**config.mk**
```make
export PLATFORM = sky130hd
export DESIGN_NAME = multi_cycle_controller
export DESIGN_NICKNAME = d
export VERILOG_FILES = /design/src/rtl/multi_cycle_controller_pkg.sv /design/src/rtl/multi_cycle_controller_alu_decoder.sv /design/src/rtl/multi_cycle_controller.sv
export SDC_FILE = /design/constraint.sdc
export NUM_CORES = 1
export LEC_CHECK = 0
export BUFFER_PORTS_ARGS = -buffer_cell sky130_fd_sc_hd__buf_2
export CELL_PAD_IN_SITES_DETAIL_PLACEMENT = 0
export CELL_PAD_IN_SITES_GLOBAL_PLACEMENT = 2
export CORE_AREA = 2 2 55 57
export CTS_BUF_LIST = sky130_fd_sc_hd__clkbuf_4
export CTS_CLUSTER_DIAMETER = 40
export DETAILED_ROUTE_END_ITERATION = 10
export DIE_AREA = 0 0 57 59
export GPL_ROUTABILITY_DRIVEN = 0
export HOLD_SLACK_MARGIN = 0.06
export PLACE_DENSITY = 0.76
export SETUP_SLACK_MARGIN = 0.05
export SLEW_MARGIN = 10
export SYNTH_ARGS = -nofsm -noshare
export SYNTH_HDL_FRONTEND = slang
export SYNTH_SLANG_ARGS = --single-unit
```
**constraint.sdc**
```tcl
create_clock -name i_clk -period 2.26 [get_ports i_clk]
set_input_delay 0.339 -clock i_clk [delete_from_list [all_inputs] [get_ports i_clk]]
set_output_delay 0.339 -clock i_clk [all_outputs]
set_load 0.05 [all_outputs]
```
**src/rtl/multi_cycle_controller_pkg.sv**
```systemverilog
// Shared types and constants for the multi-cycle RV32I controller.
// Holds the FSM state enum, the opcode constants the controller recognises,
// the ALU operation codes, and the datapath mux-select encodings.
package pa_riscv;

    // Controller states; the reset state is S_FETCH.
    typedef enum logic [3:0] {
        S_FETCH,
        S_DECODE,
        S_MEMADR,
        S_MEMREAD,
        S_MEMWB,
        S_MEMWRITE,
        S_EXECR,
        S_EXECI,
        S_ALUWB,
        S_BRANCH,
        S_JAL
    } e_mcState;

    // State entered on reset. This is fixed and kept here only as documentation.
    localparam e_mcState RESET_STATE = S_FETCH;

    // Opcode field values (instruction bits 6:0).
    localparam logic [6:0] LW    = 7'b0000011;
    localparam logic [6:0] SW    = 7'b0100011;
    localparam logic [6:0] RTYPE = 7'b0110011;
    localparam logic [6:0] ITYPE = 7'b0010011;
    localparam logic [6:0] BTYPE = 7'b1100011;
    localparam logic [6:0] JAL   = 7'b1101111;

    // ALU operation codes presented on o_aluLogicOperation.
    localparam logic [3:0] ALU_ADD = 4'd0;
    localparam logic [3:0] ALU_SUB = 4'd1;
    localparam logic [3:0] ALU_AND = 4'd2;
    localparam logic [3:0] ALU_OR  = 4'd3;
    localparam logic [3:0] ALU_XOR = 4'd4;
    localparam logic [3:0] ALU_SLT = 4'd5;
    localparam logic [3:0] ALU_SLL = 4'd6;
    localparam logic [3:0] ALU_SRL = 4'd7;
    localparam logic [3:0] ALU_SRA = 4'd8;

    // Class of ALU operation the FSM asks the decoder for.
    typedef enum logic [1:0] {
        ALUOP_ADD   = 2'd0,
        ALUOP_SUB   = 2'd1,
        ALUOP_FUNCT = 2'd2
    } e_aluOpClass;

    // Memory address select.
    typedef enum logic {
        ADR_PC     = 1'b0,
        ADR_RESULT = 1'b1
    } e_adrSrc;

    // ALU operand A select.
    typedef enum logic [1:0] {
        SRCA_PC    = 2'd0,
        SRCA_OLDPC = 2'd1,
        SRCA_RS1   = 2'd2
    } e_aluSrcA;

    // ALU operand B select.
    typedef enum logic [1:0] {
        SRCB_RS2  = 2'd0,
        SRCB_IMM  = 2'd1,
        SRCB_FOUR = 2'd2
    } e_aluSrcB;

    // Register write-back / PC source select.
    typedef enum logic [1:0] {
        RES_ALUOUT    = 2'd0,
        RES_MEMDATA   = 2'd1,
        RES_ALURESULT = 2'd2
    } e_resultSrc;

    // BEQ is taken on a zero difference, BNE on a non-zero one; any other
    // branch funct3 is not supported and never redirects the PC.
    function automatic logic branchTaken(input logic [2:0] funct3, input logic zeroFlag);
        logic taken;
        taken = 1'b0;
        if (funct3 == 3'b000) begin
            taken = zeroFlag;
        end else if (funct3 == 3'b001) begin
            taken = ~zeroFlag;
        end
        return taken;
    endfunction

endpackage

```
**src/rtl/multi_cycle_controller_alu_decoder.sv**
```systemverilog
// Combinational ALU decoder for the multi-cycle controller.
// Turns the FSM's operation class plus the instruction's funct fields into
// the ALU operation code. Only R-type instructions (opcode bit 5 set) use
// funct7 bit 5 to select SUB; shifts use it for both R and I forms.
module alu_decoder
    import pa_riscv::*;
(
    input  logic [1:0] i_aluOp,
    input  logic [2:0] i_funct3,
    input  logic       i_funct7bit5,
    input  logic       i_opBit5,
    output logic [3:0] o_aluLogicOperation
);

    // Select the ALU operation; anything unsupported falls back to ADD.
    always_comb begin
        o_aluLogicOperation = ALU_ADD;
        case (i_aluOp)
            ALUOP_SUB: begin
                o_aluLogicOperation = ALU_SUB;
            end
            ALUOP_FUNCT: begin
                case (i_funct3)
                    3'b000: o_aluLogicOperation = (i_opBit5 && i_funct7bit5) ? ALU_SUB : ALU_ADD;
                    3'b001: o_aluLogicOperation = ALU_SLL;
                    3'b010: o_aluLogicOperation = ALU_SLT;
                    3'b100: o_aluLogicOperation = ALU_XOR;
                    3'b101: o_aluLogicOperation = i_funct7bit5 ? ALU_SRA : ALU_SRL;
                    3'b110: o_aluLogicOperation = ALU_OR;
                    3'b111: o_aluLogicOperation = ALU_AND;
                    default: o_aluLogicOperation = ALU_ADD;
                endcase
            end
            default: begin
                o_aluLogicOperation = ALU_ADD;
            end
        endcase
    end

endmodule

```
**src/rtl/multi_cycle_controller.sv**
```systemverilog
// Main sequencing FSM of the multi-cycle RV32I core.
// One unified memory and one ALU are shared between fetch, PC increment,
// address generation and execute; this block walks each instruction through
// those shared resources and drives every mux select and write enable.
// Optional build macro MULTI_CYCLE_MEM_READY_EN adds i_memReady so memory
// accesses (FETCH, MEMREAD, MEMWRITE) can stretch over several cycles;
// without it memory answers in a single cycle.
module multi_cycle_controller
    import pa_riscv::*;
(
    input  logic       i_clk,
    input  logic       i_srst,
    input  logic [6:0] i_operand,
    input  logic [2:0] i_funct3,
    input  logic       i_funct7bit5,
    input  logic       i_zeroFlag,
`ifdef MULTI_CYCLE_MEM_READY_EN
    input  logic       i_memReady,
`endif
    output logic       o_pcWriteEn,
    output logic       o_adrSrc,
    output logic       o_memWriteEn,
    output logic       o_irWriteEn,
    output logic [1:0] o_resultSrc,
    output logic [1:0] o_aluSrcA,
    output logic [1:0] o_aluSrcB,
    output logic       o_regWriteEn,
    output logic [3:0] o_aluLogicOperation,
    output logic       o_instrRetired,
    output logic       o_illegalInstr
);

    e_mcState    state_q;
    e_mcState    state_d;
    e_aluOpClass aluOpClass;
    logic        memReady;

`ifdef MULTI_CYCLE_MEM_READY_EN
    assign memReady = i_memReady;
`else
    assign memReady = 1'b1;
`endif

    // State register; reset always lands in FETCH.
    always_ff @(posedge i_clk) begin
        if (i_srst) begin
            state_q <= S_FETCH;
        end else begin
            state_q <= state_d;
        end
    end

    // Next-state and datapath controls. Everything defaults to 0 so unused
    // selects are never X, and reset holds every output at 0 so no write
    // enable can fire in a reset cycle even mid-instruction.
    always_comb begin
        state_d        = state_q;
        o_pcWriteEn    = 1'b0;
        o_adrSrc       = ADR_PC;
        o_memWriteEn   = 1'b0;
        o_irWriteEn    = 1'b0;
        o_resultSrc    = RES_ALUOUT;
        o_aluSrcA      = SRCA_PC;
        o_aluSrcB      = SRCB_RS2;
        o_regWriteEn   = 1'b0;
        o_instrRetired = 1'b0;
        o_illegalInstr = 1'b0;
        aluOpClass     = ALUOP_ADD;

        if (!i_srst) begin
            case (state_q)
                S_FETCH: begin
                    // Read instruction at PC while the ALU forms PC+4.
                    o_adrSrc    = ADR_PC;
                    o_irWriteEn = memReady;
                    o_aluSrcA   = SRCA_PC;
                    o_aluSrcB   = SRCB_FOUR;
                    o_resultSrc = RES_ALURESULT;
                    o_pcWriteEn = memReady;
                    if (memReady) begin
                        state_d = S_DECODE;
                    end
                end
                S_DECODE: begin
                    // ALU precomputes oldPC+imm for a possible branch/JAL.
                    o_aluSrcA = SRCA_OLDPC;
                    o_aluSrcB = SRCB_IMM;
                    case (i_operand)
                        LW, SW: state_d = S_MEMADR;
                        RTYPE:  state_d = S_EXECR;
                        ITYPE:  state_d = S_EXECI;
                        BTYPE:  state_d = S_BRANCH;
                        JAL:    state_d = S_JAL;
                        default: begin
                            o_illegalInstr = 1'b1;
                            state_d        = S_FETCH;
                        end
                    endcase
                end
                S_MEMADR: begin
                    o_aluSrcA = SRCA_RS1;
                    o_aluSrcB = SRCB_IMM;
                    state_d   = (i_operand == SW) ? S_MEMWRITE : S_MEMREAD;
                end
                S_MEMREAD: begin
                    o_adrSrc = ADR_RESULT;
                    if (memReady) begin
                        state_d = S_MEMWB;
                    end
                end
                S_MEMWB: begin
                    o_resultSrc    = RES_MEMDATA;
                    o_regWriteEn   = 1'b1;
                    o_instrRetired = 1'b1;
                    state_d        = S_FETCH;
                end
                S_MEMWRITE: begin
                    // The store only counts once memory has accepted it.
                    o_adrSrc       = ADR_RESULT;
                    o_memWriteEn   = memReady;
                    o_instrRetired = memReady;
                    if (memReady) begin
                        state_d = S_FETCH;
                    end
                end
                S_EXECR: begin
                    o_aluSrcA  = SRCA_RS1;
                    o_aluSrcB  = SRCB_RS2;
                    aluOpClass = ALUOP_FUNCT;
                    state_d    = S_ALUWB;
                end
                S_EXECI: begin
                    o_aluSrcA  = SRCA_RS1;
                    o_aluSrcB  = SRCB_IMM;
                    aluOpClass = ALUOP_FUNCT;
                    state_d    = S_ALUWB;
                end
                S_ALUWB: begin
                    o_resultSrc    = RES_ALUOUT;
                    o_regWriteEn   = 1'b1;
                    o_instrRetired = 1'b1;
                    state_d        = S_FETCH;
                end
                S_BRANCH: begin
                    // Compare rs1-rs2 while the target from DECODE sits in ALU out.
                    o_aluSrcA      = SRCA_RS1;
                    o_aluSrcB      = SRCB_RS2;
                    aluOpClass     = ALUOP_SUB;
                    o_resultSrc    = RES_ALUOUT;
                    o_pcWriteEn    = branchTaken(i_funct3, i_zeroFlag);
                    o_instrRetired = 1'b1;
                    state_d        = S_FETCH;
                end
                S_JAL: begin
                    // Jump to the DECODE target while forming the link value oldPC+4.
                    o_aluSrcA   = SRCA_OLDPC;
                    o_aluSrcB   = SRCB_FOUR;
                    o_resultSrc = RES_ALUOUT;
                    o_pcWriteEn = 1'b1;
                    state_d     = S_ALUWB;
                end
                default: begin
                    state_d = S_FETCH;
                end
            endcase
        end
    end

    alu_decoder u_aluDecoder (
        .i_aluOp             (aluOpClass),
        .i_funct3            (i_funct3),
        .i_funct7bit5        (i_funct7bit5),
        .i_opBit5            (i_operand[5]),
        .o_aluLogicOperation (o_aluLogicOperation)
    );

endmodule

```
Word level (Yosys, flattened, before mapping). Cells that the tools add are included.

Register bits: 4. Input bits: 14. Output and inout port bits: 17.

Equal/unequal tests: 24. Mux-type cells: 32. Bitwise gates (word level): 1. Reduce and logical (&&, ||, !) cells: 14.

Operator list (number): $pmux W4 S5 (2); $pmux W4 S7 (1); $mux W1 (17); $eq A4 B3 Y1 const B (4); $pmux W2 S2 (4); $eq A7 B6 Y1 const B (2); $eq A7 B7 Y1 const B (2); $eq A3 B3 Y1 const B (4); $eq A4 B4 Y1 const B (3); $reduce_or A2 Y1 (6); $eq A4 B2 Y1 const B (2); $mux W2 (4); $pmux W4 S2 (1); $reduce_or A4 Y1 (2); $eq A7 B2 Y1 const B (1); $eq A7 B5 Y1 const B (1); $reduce_or A3 Y1 (2); $reduce_or A6 Y1 (1); $eq A4 B1 Y1 const B (1); $logic_not A4 Y1 (1); $mux W4 (1); $eq A3 B1 Y1 const B (1); $eq A3 B2 Y1 const B (1); $logic_not A3 Y1 (1); 6 further kinds (6).

Depth between registers and ports, before layout.
Depth after elaboration: 6. Depth in mapped cells: 8.

By module. Synthesis repeated with hierarchy kept, for this count alone.

Cell total of the unflattened synthesis: 91. Area, all modules: 705.7 um2.

Modules (own cells, without submodules): multi_cycle_controller (times used 1, cells each 71, area each 559.3 um2, seq. area each 80.1 um2); alu_decoder (times used 1, cells each 20, area each 146.4 um2, seq. area each 0.0 um2).

Worst setup path after synthesis. Ideal clock, no wire load.

Path type: input port to output port. Start point: input port i_srst. End point: output port o_pcWriteEn. Arrival time: 2.565 ns. Path slack: -0.644 ns. Cell stages on the path: 3. Buffers on the path: 1. Cells stage by stage: buf_2 -> nor4_1 -> o21bai_2.

Word-level cells in the longest chain between the ends: 1.

Ends and longest elaborated chain: start: declaration (line multi_cycle_controller.sv:12) `input logic i_srst,`; $mux W1 (line multi_cycle_controller.sv:70) `if (!i_srst) begin`; end: declaration (line multi_cycle_controller.sv:20) `output logic o_pcWriteEn,`.

Every way passes these cells.

Worst setup path after layout.
Start point: register state_q[3]. End point: output port o_aluLogicOperation[3].

Word-level cells in the longest chain between the ends: 6.

Ends and longest elaborated chain: start: declaration (line multi_cycle_controller.sv:33) `e_mcState state_q;`; start signal: assignment (line multi_cycle_controller.sv:49) `state_q <= state_d;`; $eq A4 B3 Y1 (line multi_cycle_controller.sv:71) `case (state_q)`; $reduce_or A2 Y1 (no line); $pmux W2 S2 (*) (line multi_cycle_controller.sv:71); $mux W2 (*) (line multi_cycle_controller.sv:70); $eq A2 B2 Y1 / $eq A2 B1 Y1 (equally long branches) (line multi_cycle_controller_alu_decoder.sv:18) `case (i_aluOp)`; $pmux W4 S2 (*) (line multi_cycle_controller_alu_decoder.sv:18); end: declaration (line multi_cycle_controller.sv:28) `output logic [3:0] o_aluLogicOperation,`.

Mark *: on every way between the ends. The rest lies on a longest branch, timed or not.

==> metrics.yaml <==
p_switching_mw: 0.109
ff2ff_path_depth: 5
critical_path_class: "flop to output port"
drc: 0
fill_cells: 306
synth_common_cells: "9 x nand2_1, 6 x nor2_1, 6 x nor3_1, 5 x a21oi_1, 5 x inv_1"
slew_headroom_pct: 83.3
route.layer.met1.wl_um: 823
final_hold_viol_count: 0
netlist_area_um2: 643
vias: 809
avgSynthCellArea_um2: 7.07
power.total_mw: 0.282
r2r_slack_ns: 1.07
cap_violations: 0
synth_top_area_cell: "dfxtp_1"
dp_cells: 157
largest_reg_flops: 4
row_count: 19
cp_data_arrival_time_ns: 1.78
dr.first_iter.drc_count: 12
layout_setup_ws_ns: 0.137
cts_tree: "yes"
core_mm2: 0.00271
synthTopCellsByArea: "dfxtp_1 12%, xnor2_1 5.4%, nand2_1 5.3%"
clkSlewWorstSetupHoldPaths_ns: 0.04
cts_max_path_buffers: 2
ys_ff_latch: 4
grt_pass1_vias: 734
cts.sinks: 4
cts_made_buffers: 3
post-route-util_pct: 37.2
grt_pass1_wl_um: 3180
seq_area_um2: 81.3
root_buffer: "clkbuf_4"
synth_cells: 91
worst_pin_slew_ns: 0.251
routed-wl-met3_um: 117
clock_latency_ns: 0.24
final-setup-viol-count: 0
pre_cts_ws_ns: 0.0934
h-tree-depth: 1
status: "finished clean"
drt-pass1-iter-count: 4
peakVddDrop_v: 0.000231
combPwrFrac_pct: 41.4
hold_depth: 3
rsz0062_at_grt: "true"
die_y_um: 59
layout-drive-gt1-share_pct: 49.6
ant_nets: 0
synth_top_area_share_pct: 12.5
final_nets: 151
overflow: 0
synth_edf_count: 0
fmax_ghz: 0.471
syn2layout_area_growth_pct: 56.8
power_density_mw_per_mm2: 280
fin_crit_sh_pct: 93.9
dp_hpwl_um: 1480
worst_clock_skew_ns: 0.00272
routed_wl_um: 1910
intPower_mw: 0.173
ys_types: 40
post-synth-top-count-cell: "nand2_1"
fin_area_mm2: 0.00101
grt_max_degree: 16
start_util_pct: 23.7
grt.total_usage_pct: 12.1
multi_input_area_um2: 558
p_leak_nw: 0.450
top_register: "state_q"
dpl_cell_area_um2: 900
synth.net_count: 107
critPathMaxFanout: 6
die_x_um: 57
worstSetupEndpointType: "output port"
synthArstFlopShare_pct: 0
ys_seq_area_share_pct: 12.5
start_kind: "flop"
maxUsedRoutingLayer: "met4"
dieArea_mm2: 0.00336
switching_share_pct: 38.6
antenna_cells: 0
fin_cells: 164
pin_count: 31
synth_ff_type: "dfxtp_1"
seqPwrFrac_pct: 26.1
io_buffer_count: 30
largest_registers: "state_q: 4 flops"
ctsHoldBuffers: 0
hold_class: "input pin to flop"
crit_required_ns: 1.92
ys_warn_count: 0
post_drt_wl_per_cell_um: 11.7
fin_crit_ns: 2.12
viasPerCell: 4.93
clockPowerShare_pct: 32.5
slew_violations: 0
antenna_found_initial: 0
wl_met2_um: 957
-- stage by stage --
step | setup TNS (ns) | hold WS [ns]
global route | 0 | 0.449
finish | 0 | 0.432
CTS | 0 | 0.429
global placement | 0 | 0.655
detailed placement | 0 | 0.641
floorplan | -0.318 | 0.521
-- worst paths after layout --
check / endpoint / start
setup / recovery: o_aluLogicOperation[3] / state_q[3]
hold / removal: state_q[2] / i_operand[4]
setup reg to reg: state_q[3] / state_q[1]
hold reg to reg: state_q[0] / state_q[0]
-- worst max-delay path, stage by stage (launching register included) --
cell and delay, ns:
dfxtp_2 0.36, nor2_2 0.15, nand3_2 0.10, inv_2 0.08, ha_4 0.21, nor2b_4 0.11, nand4b_1 0.12, buf_4 0.17
nor2_4 0.08, buf_8 0.15
-- power by group through the flow --
stage / logic (mW) / clock network, mW / registers, mW
2_1_floorplan: 0.0738 / 0 / 0.0760
3_3_place_gp: 0.113 / 0 / 0.0746
3_5_place_dp: 0.114 / 0 / 0.0745
4_1_cts: 0.114 / 0.0945 / 0.0735
5_1_grt: 0.127 / 0.102 / 0.0736
6_report: 0.117 / 0.0918 / 0.0735
-- routing by layer --
metal | global-route usage [%] | vias up
met5 | 0 | -
met4 | 2.99 | 0
met3 | 4.59 | 2
met2 | 19.7 | 22
met1 | 15.1 | 373
li1 | - | 412
-- cell type report --
| class | instances | area share, % |
|---|---|---|
| clock buffer | 3 | 2.23 |
| inverter | 6 | 2.23 |
| sequential | 4 | 8.06 |
| tap | 31 | 3.85 |
| timing repair buffer | 45 | 28.3 |
| multi-input combinational | 75 | 55.3 |
-- cells in the final DEF (no fill, tap or decap), types with 3 or more instances in the layout --
cell type / synthesis / final
a21oi_1: 5 / 4
buf_2: 2 / 27
buf_4: 2 / 14
clkbuf_4: 0 / 4
dfxtp_1: 4 / 3
inv_1: 5 / 4
nand2_1: 9 / 9
nor2_1: 6 / 4
nor3_1: 6 / 5
nor3b_1: 4 / 4
xnor2_1: 4 / 4
-- kinds of logic after synthesis --
logic type	count (synthesis)	share of synthesized area (%)
and+or+nand+nor	48	43.8
AOI/OAI and AO/OA	19	20.6
buffers and inverters	12	10.9
xor gates and xnor gates	5	6.81
DFF	4	12.5
adders and majority gates	2	3.89
muxes	1	1.56
-- timing repair --
item                                    CTS  global route
resized for setup                         8             7
pin swaps                                 1             2
endpoints found under the setup margin    4             4
setup buffers                             0             4
No activity file was read; power rests on OpenSTA's default activity.
